### config.mk
export PLATFORM = sky130hd
export DESIGN_NAME = uart_rx_core_flat
export DESIGN_NICKNAME = d
export VERILOG_FILES = /design/src/rtl/uart_rx_core_if.sv /design/src/rtl/uart_rx_core.sv /design/src/flat_wrapper.sv
export SDC_FILE = /design/constraint.sdc
export NUM_CORES = 1
export LEC_CHECK = 0
export CORE_AREA = 2 2 56 58
export CTS_BUF_LIST = sky130_fd_sc_hd__clkbuf_4
export CTS_CLUSTER_DIAMETER = 150
export CTS_CLUSTER_SIZE = 14
export DETAILED_ROUTE_END_ITERATION = 10
export DIE_AREA = 0 0 58 60
export GPL_ROUTABILITY_DRIVEN = 0
export PLACE_DENSITY = 0.81
export SLEW_MARGIN = 20
export SYNTH_ARGS = -nofsm -noshare
export SYNTH_HDL_FRONTEND = slang
export SYNTH_SLANG_ARGS = --single-unit
### constraint.sdc
create_clock -name clk -period 4.95 [get_ports clk]
set_input_delay 0.495 -clock clk [delete_from_list [all_inputs] [get_ports clk]]
set_output_delay 0.495 -clock clk [all_outputs]
set_load 0.05 [all_outputs]
### src/rtl/uart_rx_core_if.sv
// uart_rx_core_if: consumer-side bundle of the UART receiver.
//   rx_data       - last good frame payload
//   data_ready    - unread frame held in rx_data
//   overrun_error - a committed frame overwrote unread data
//   framing_error - last frame had a 0 stop bit
//   receiving     - receiver is busy with a frame (not IDLE)
//   data_read     - consumer strobe acknowledging rx_data
// master: the receiver core; slave: the consumer.
interface uart_rx_core_if #(
    parameter int NUM_DATA_BITS = 8
);
    logic [NUM_DATA_BITS-1:0] rx_data;
    logic                     data_ready;
    logic                     overrun_error;
    logic                     framing_error;
    logic                     receiving;
    logic                     data_read;

    modport master (
        output rx_data, data_ready, overrun_error, framing_error, receiving,
        input  data_read
    );

    modport slave (
        input  rx_data, data_ready, overrun_error, framing_error, receiving,
        output data_read
    );
endinterface

### src/rtl/uart_rx_core.sv
// uart_rx_core: start-bit-qualified UART receiver with mid-bit sampling.
//   clk       - sole clock, rising edge
//   n_rst     - synchronous active-low reset
//   serial_in - asynchronous serial line, idle high
//   rx        - uart_rx_core_if.master: payload, status flags, data_read strobe
// Sample points are counted from T0, the first cycle the synchronized line
// is seen low after being high: start check at T0+CPB/2, then every CPB.
module uart_rx_core #(
    parameter int NUM_DATA_BITS = 8,
    parameter int CLKS_PER_BIT  = 10,
    parameter int SHIFT_MSB     = 0
) (
    input  logic             clk,
    input  logic             n_rst,
    input  logic             serial_in,
    uart_rx_core_if.master   rx
);
    localparam int TW = $clog2(CLKS_PER_BIT);
    localparam int CW = $clog2(NUM_DATA_BITS + 1);
    localparam logic [TW-1:0] HALF_END = TW'(CLKS_PER_BIT / 2 - 1);
    localparam logic [TW-1:0] BIT_END  = TW'(CLKS_PER_BIT - 1);
    localparam logic [CW-1:0] LAST_BIT = CW'(NUM_DATA_BITS - 1);

    typedef enum logic [2:0] {IDLE, START_CHK, DATA, STOP, COMMIT} state_t;

    state_t                   state, state_next;
    logic                     sync_a, sync, edge_q;
    logic [TW-1:0]            timer;
    logic [CW-1:0]            bit_cnt;
    logic [NUM_DATA_BITS-1:0] shreg, shreg_shifted;
    logic [NUM_DATA_BITS-1:0] rx_data;
    logic                     data_ready, overrun_error, framing_error, receiving;
    logic                     timer_clr, take_bit, stop_bad;

    wire start_edge = !sync && edge_q;

    // New bit enters at the end that places the first bit where SHIFT_MSB asks.
    if (NUM_DATA_BITS == 1) begin : g_one
        assign shreg_shifted = sync;
    end else if (SHIFT_MSB != 0) begin : g_msb
        assign shreg_shifted = {shreg[NUM_DATA_BITS-2:0], sync};
    end else begin : g_lsb
        assign shreg_shifted = {sync, shreg[NUM_DATA_BITS-1:1]};
    end

    always_ff @(posedge clk) begin
        if (!n_rst) state <= IDLE;
        else        state <= state_next;
    end

    always_comb begin
        state_next = state;
        timer_clr  = 1'b0;
        take_bit   = 1'b0;
        stop_bad   = 1'b0;
        case (state)
            IDLE: begin
                timer_clr = 1'b1;
                if (start_edge) state_next = START_CHK;
            end
            START_CHK: begin
                if (timer == HALF_END) begin
                    timer_clr  = 1'b1;
                    state_next = sync ? IDLE : DATA;
                end
            end
            DATA: begin
                if (timer == BIT_END) begin
                    timer_clr = 1'b1;
                    take_bit  = 1'b1;
                    if (bit_cnt == LAST_BIT) state_next = STOP;
                end
            end
            STOP: begin
                if (timer == BIT_END) begin
                    timer_clr  = 1'b1;
                    stop_bad   = !sync;
                    state_next = sync ? COMMIT : IDLE;
                end
            end
            COMMIT: state_next = IDLE;
            default: state_next = IDLE;
        endcase
    end

    always_ff @(posedge clk) begin
        if (!n_rst) begin
            sync_a        <= 1'b1;
            sync          <= 1'b1;
            edge_q        <= 1'b1;
            timer         <= '0;
            bit_cnt       <= '0;
            shreg         <= '1;
            rx_data       <= '1;
            data_ready    <= 1'b0;
            overrun_error <= 1'b0;
            framing_error <= 1'b0;
            receiving     <= 1'b0;
        end else begin
            sync_a    <= serial_in;
            sync      <= sync_a;
            edge_q    <= sync;
            timer     <= timer_clr ? '0 : timer + 1'b1;
            receiving <= (state_next != IDLE);

            if (state != DATA)  bit_cnt <= '0;
            else if (take_bit)  bit_cnt <= bit_cnt + 1'b1;
            if (take_bit)       shreg   <= shreg_shifted;

            if (state == IDLE && start_edge) framing_error <= 1'b0;
            else if (stop_bad)               framing_error <= 1'b1;

            // A read landing in the commit cycle consumes the old frame.
            if (state == COMMIT) begin
                rx_data       <= shreg;
                data_ready    <= 1'b1;
                overrun_error <= data_ready && !rx.data_read;
            end else if (rx.data_read && data_ready) begin
                data_ready    <= 1'b0;
                overrun_error <= 1'b0;
            end
        end
    end

    assign rx.rx_data       = rx_data;
    assign rx.data_ready    = data_ready;
    assign rx.overrun_error = overrun_error;
    assign rx.framing_error = framing_error;
    assign rx.receiving     = receiving;
endmodule

### src/flat_wrapper.sv
// flat-port wrapper written by rule: the top's interface ports become plain ports
module uart_rx_core_flat 
#(
    parameter int NUM_DATA_BITS = 8,
    parameter int CLKS_PER_BIT  = 10,
    parameter int SHIFT_MSB     = 0
)
  (clk, n_rst, serial_in, rx_rx_data, rx_data_ready, rx_overrun_error, rx_framing_error, rx_receiving, rx_data_read);
  uart_rx_core_if #(.NUM_DATA_BITS(NUM_DATA_BITS)) rx_i ();
  input  logic clk;
  input  logic n_rst;
  input  logic serial_in;
  output wire logic [$bits(rx_i.rx_data)-1:0] rx_rx_data;
  output wire logic [$bits(rx_i.data_ready)-1:0] rx_data_ready;
  output wire logic [$bits(rx_i.overrun_error)-1:0] rx_overrun_error;
  output wire logic [$bits(rx_i.framing_error)-1:0] rx_framing_error;
  output wire logic [$bits(rx_i.receiving)-1:0] rx_receiving;
  input wire logic [$bits(rx_i.data_read)-1:0] rx_data_read;
  assign rx_rx_data = rx_i.rx_data;
  assign rx_data_ready = rx_i.data_ready;
  assign rx_overrun_error = rx_i.overrun_error;
  assign rx_framing_error = rx_i.framing_error;
  assign rx_receiving = rx_i.receiving;
  assign rx_i.data_read = rx_data_read;
  uart_rx_core #(.NUM_DATA_BITS(NUM_DATA_BITS), .CLKS_PER_BIT(CLKS_PER_BIT), .SHIFT_MSB(SHIFT_MSB)) u_core (.clk(clk), .n_rst(n_rst), .serial_in(serial_in), .rx(rx_i));
endmodule
# Word level (Yosys, flattened, before mapping)
# Cells that the tools add are included.
# Widths: inputs -> output; s select.
# totals
ff_bits,34
latch_bits,0
mem_bits_rw,0
mem_bits_ro,0
output_inout_bits,12
memories,0
# classes
add_sub_neg,2
multipliers,0
div_mod_pow,0
magnitude_cmp,0
n_eq_ne,8
shifts,0
mux,17
n_bitwise,1
n_reduce_logical,13
# ops
operator,count
$mux 3,6
$pmux 3 s4,1
$add 4x1->4 const B,2
$eq 4x3->1 const B,2
$mux 1,8
$reduce_or 2->1,4
$eq 3x2->1 const B,2
$eq 4x4->1 const B,1
$logic_and 1x1->1,4
$eq 3x1->1 const B,1
$eq 3x3->1 const B,1
$logic_not 3->1,1
$ne 3x2->1 const B,1
$pmux 1 s3,1
$reduce_bool 3->1,1
$logic_not 1->1,2
$mux 2,1
$reduce_bool 2->1,1
$not 1->1,1

# Longest topological paths before layout
# logic_depth
depth_word,5
mapped_depth,7
depth_no_buf,6

# Least setup slack after synthesis
# No wires, ideal clock.
# synth_path
path_type,register to register
from,reg u_core.timer[0]
to,reg u_core.bit_cnt[3]
setup_ns,0.070
t_arrival_ns,1.598
t_required_ns,4.880
path_slack_ns,3.281
path_stages_with_launch,7
path_buffers,1
synth_period_minus_slack_ns,1.669
cell_sequence,dfxtp_1 > ha_1 > nand3b_4 > or3_1 > buf_6 > or3_1 > a21oi_1
# synth_via
elab_chain_len,3
# synth_rtl
item,line,rtl
start: declaration,uart_rx_core.sv:28,logic [TW-1:0] timer;
start signal: assignment,uart_rx_core.sv:103,timer <= timer_clr ? '0 : timer + 1'b1;
$eq 4x4->1,uart_rx_core.sv:68,if (timer == BIT_END) begin
$mux 1,uart_rx_core.sv:68,
$mux 1,uart_rx_core.sv:56,case (state)
end signal: assignment,uart_rx_core.sv:107,else if (take_bit) bit_cnt <= bit_cnt + 1'b1;
end: declaration,uart_rx_core.sv:29,logic [CW-1:0] bit_cnt;
# Every way passes these cells.
# A chain may end at the register's enable or synchronous reset.

# Final worst setup path
# layout_path
from,reg u_core.data_ready (netlist: u_core.rx.data_ready)
to,out rx_data_ready
# layout_rtl
item,line,rtl
start: declaration,uart_rx_core.sv:32,"logic data_ready, overrun_error, framing_error, receiving;"
start signal: assignment,uart_rx_core.sv:95,data_ready <= 1'b0;
start signal: assignment,uart_rx_core.sv:116,data_ready <= 1'b1;
start signal: assignment,uart_rx_core.sv:119,data_ready <= 1'b0;
end: declaration,flat_wrapper.sv:14,output wire logic [$bits(rx_i.data_ready)-1:0] rx_data_ready;
# No word-level cell between the ends.

==> summary.txt <==
Status
  – Outcome: finished clean

Synthesis
  – Synth top area cells: dfxtp_1, nand2_1, nand3_1, ha_1, nor2_1
  – Share of the synthesized area in the top cell type: 0.4973
  – Mean Syn Cell Area: between 9 and 10 um2
  – Area leader, netlist: dfxtp_1
  – Register area share after synthesis: 0.4973
  – Async set-reset flop share out of synthesis: 0
  – Distinct cells, synth: 37
  – Warnings, synthesis: 0
  – Mapped cell area: 1369 um2
  – Synthesized instance count: approximately 150
  – Flops & latches, synth: 34
  – Top_reg_cell synth: dfxtp_1
  – Post-synth EDFFs: 0
  – Syn Nets: 160

Place
  – DP HPWL: about 1800 um
  – Worst slack, placed: 2.720 ns
  – Buffers on Ports: 15

Timing
  – Max frequency: 0.4908 GHz
  – Final setup vio count: 0
  – Unrepaired setup endpoints after global routing: no
  – Final period utilization: 0.4116
  – Worst-Margin Slew: between 0.8 and 0.9 ns
  – Slew HR: 0.4227
  – Final Hold Violating Endpoints: 0
  – Fin. max-slew vios: 0
  – Hold WS: ~0.41 ns
  – Final TNS setup: 0 ns
  – Final WS setup: about 2.9 ns
  – Clk_skew: about 0.012 ns
  – Fin crit period: 2.037 ns

Floorplanning
  – Die outline height: ~60 um
  – Row count: 20
  – I/O pin count: 16
  – Die area: between 3000 and 4000 um2
  – Initial Utilization: 0.4716
  – Core footprint: 2903 um2
  – DIE WIDTH: between 50 and 60 um

Power
  – P_int: around 0.00033 W
  – Pwr Density: ~270 nW/um2
  – VDD IR max: about 0.00017 V
  – Share of power burned in registers: 0.647
  – Sw Share: 0.2219
  – Logic pwr share: 0.035
  – Clock network fraction of total power: 0.317
  – Net Sw Power: between 0.00009 and 0.0001 W
  – Leak: roughly 0.69 nW

Clock network
  – Worst-path clk slew: about 0.09 ns
  – CTS resizes: 0
  – Post-CTS repair timing setup buffer count: 0
  – CTS Sinks: 34
  – H-tree depth: 2
  – TritonCTS clock tree: built
  – CTS Buf Count: 5
  – CTS Hold Bufs: 0
  – Clock insertion delay at the later pin of the skew report: between 0.3 and 0.4 ns
  – Clock buffer depth: 2
  – Root buffer cell: clkbuf_4

Worst setup path
  – Crit path capture type: output pin
  – WS Path Type: register to output pin
  – CP cell instances: clkdlybuf4s50_1
  – Highest-delay cell along the critical path: clkdlybuf4s50_1
  – CP top delay family: buffers and inverters
  – Crit-path max FO: 4
  – CP arrival: between 1.5 and 2 ns
  – WP buf/inv: 1
  – CP startpoint kind: register
  – Max incr delay on CP: 0.82 ns
  – Req. time, crit path: between 4 and 5 ns

Hold path
  – Hold Path Class: register to register

Route
  – DR DRC count: 0
  – Number of vias per cell: ~5.4
  – WL final: between 2000 and 3000 um
  – Vias post-DR: 1,090
  – First drt pass iteration count: 4
  – Average wire per standard cell: roughly 13 um
  – Iter 0 DRT Violations: between 40 and 50
  – ANT nets after route: 0

Finish
  – Register Area: slightly below 700 um2
  – Area occupied by multi-input gates: around 650 um2
  – Fillcell total: around 270
  – Share of layout cells above drive strength 1: 0.07143
  – Nets@finish: roughly 180
  – Layout area overhead: 15.26%
  – Number of antenna diodes: 0

GRT
  – First-pass GRT wire length: about 4500 um
  – Total gr overflow: 0
  – Largest net degree at the start of global routing: 28
  – Initial antenna violation count: 0
  – Gr usage total: 0.1769
  – Vias in the first global route: ~1,000

Job
  – Max_cap viols: 0
[layout make-up]
type / instances / share of cell area
Clock inverter: 2 / 0.006344
Timing Repair Buffer: 15 / 0.09516
Inverter: 2 / 0.004758
Tap cell: 33 / 0.02617
Multi-Input combinational cell: 110 / 0.4124
Clock buffer: 5 / 0.02379
Sequential cell: 34 / 0.4314
[power by group through the flow]
stage	registers [W]	clock network, W	logic, W
after global placement	0.000284	0	0.0000144
after floorplan	0.000284	0	0.00000961
after global routing	0.000278	0.000156	0.0000167
final	0.000277	0.000136	0.0000151
after detailed placement	0.000284	0	0.0000150
after CTS	0.000277	0.000143	0.0000152
[logic make-up after synthesis]
| logic type | synth area share |
|---|---|
| adder cells (fa/ha/maj) | 0.03656 |
| flip-flops | 0.4973 |
| buffers and inverters | 0.02743 |
| XOR/XNOR | 0.02560 |
| AO/OA/AOI/OAI | 0.05850 |
| AND/OR/NAND/NOR | 0.3547 |
[through the flow]
step | std cells | power [W] | utilization | cell area (um2)
final | 201 | 0.0004284 | 0.5435 | 1578
after global routing | 201 | 0.0004507 | 0.5435 | 1578
after CTS | 201 | 0.0004351 | 0.5435 | 1578
after detailed placement | 194 | 0.0002987 | 0.5272 | 1530
after global placement | 194 | 0.0002980 | 0.5272 | 1530
after floorplan | 152 | 0.0002937 | - | 1369
[layer usage]
metal | track usage | up-vias | share of wire
met5 | 0 | - | 0
met1 | 0.2024 | 517 | 0.44
met3 | 0.07792 | 4 | 0.044
li1 | - | 549 | -
met2 | 0.2857 | 20 | 0.50
met4 | 0.07973 | 0 | 0.014
[final timing paths]
| kind | start | endpoint | slack, ns | cells after the start |
|---|---|---|---|---|
| worst min register to register | u_core.sync_a | u_core.sync | 0.41 | 1 |
| worst max-delay path | u_core.rx.data_ready | rx_data_ready | 2.91 | 1 |
| worst max register to register | u_core.timer[0] | u_core.bit_cnt[3] | 3.10 | 5 |
| worst min-delay path | u_core.sync_a | u_core.sync | 0.41 | 1 |
[placed cells by master (no fill, tap or decap), types with 2 or more instances in the layout]
cell type,instances
clkinv_2,2
a211oi_1,2
nand2_1,34
clkdlybuf4s50_1,15
or3_1,2
inv_1,2
nor2_1,10
xnor2_1,2
o21ai_0,2
a21oi_1,2
ha_1,4
and2_1,3
nor2b_1,3
clkbuf_4,5
dfxtp_1,34
nand3_1,18
nand2b_1,5
xor2_1,2
nand3b_1,2
[registers in the layout, summed over array words and instances, names as in the netlist]
name,flops
u_core.rx.rx_data,8
u_core.shreg,8
u_core.bit_cnt,4
u_core.timer,4
u_core.state,3
u_core.edge_q,1
u_core.rx.data_ready,1
u_core.rx.framing_error,1
u_core.rx.overrun_error,1
u_core.rx.receiving,1
u_core.sync,1
u_core.sync_a,1
[Yosys cell counts, types with 2 or more instances]
cell type and count:
nor2_1 10, nand3b_1 2, o21ai_0 2, and2_1 3, a21oi_1 2, clkbuf_1 5
nand2b_1 5, xnor2_1 2, inv_1 2, nor2b_1 3, xor2_1 2, nand3_1 18
nand2_1 34, dfxtp_1 34, or3_1 2, a211oi_1 2, ha_1 4
Note: power is estimated with default switching activity, not from simulation.
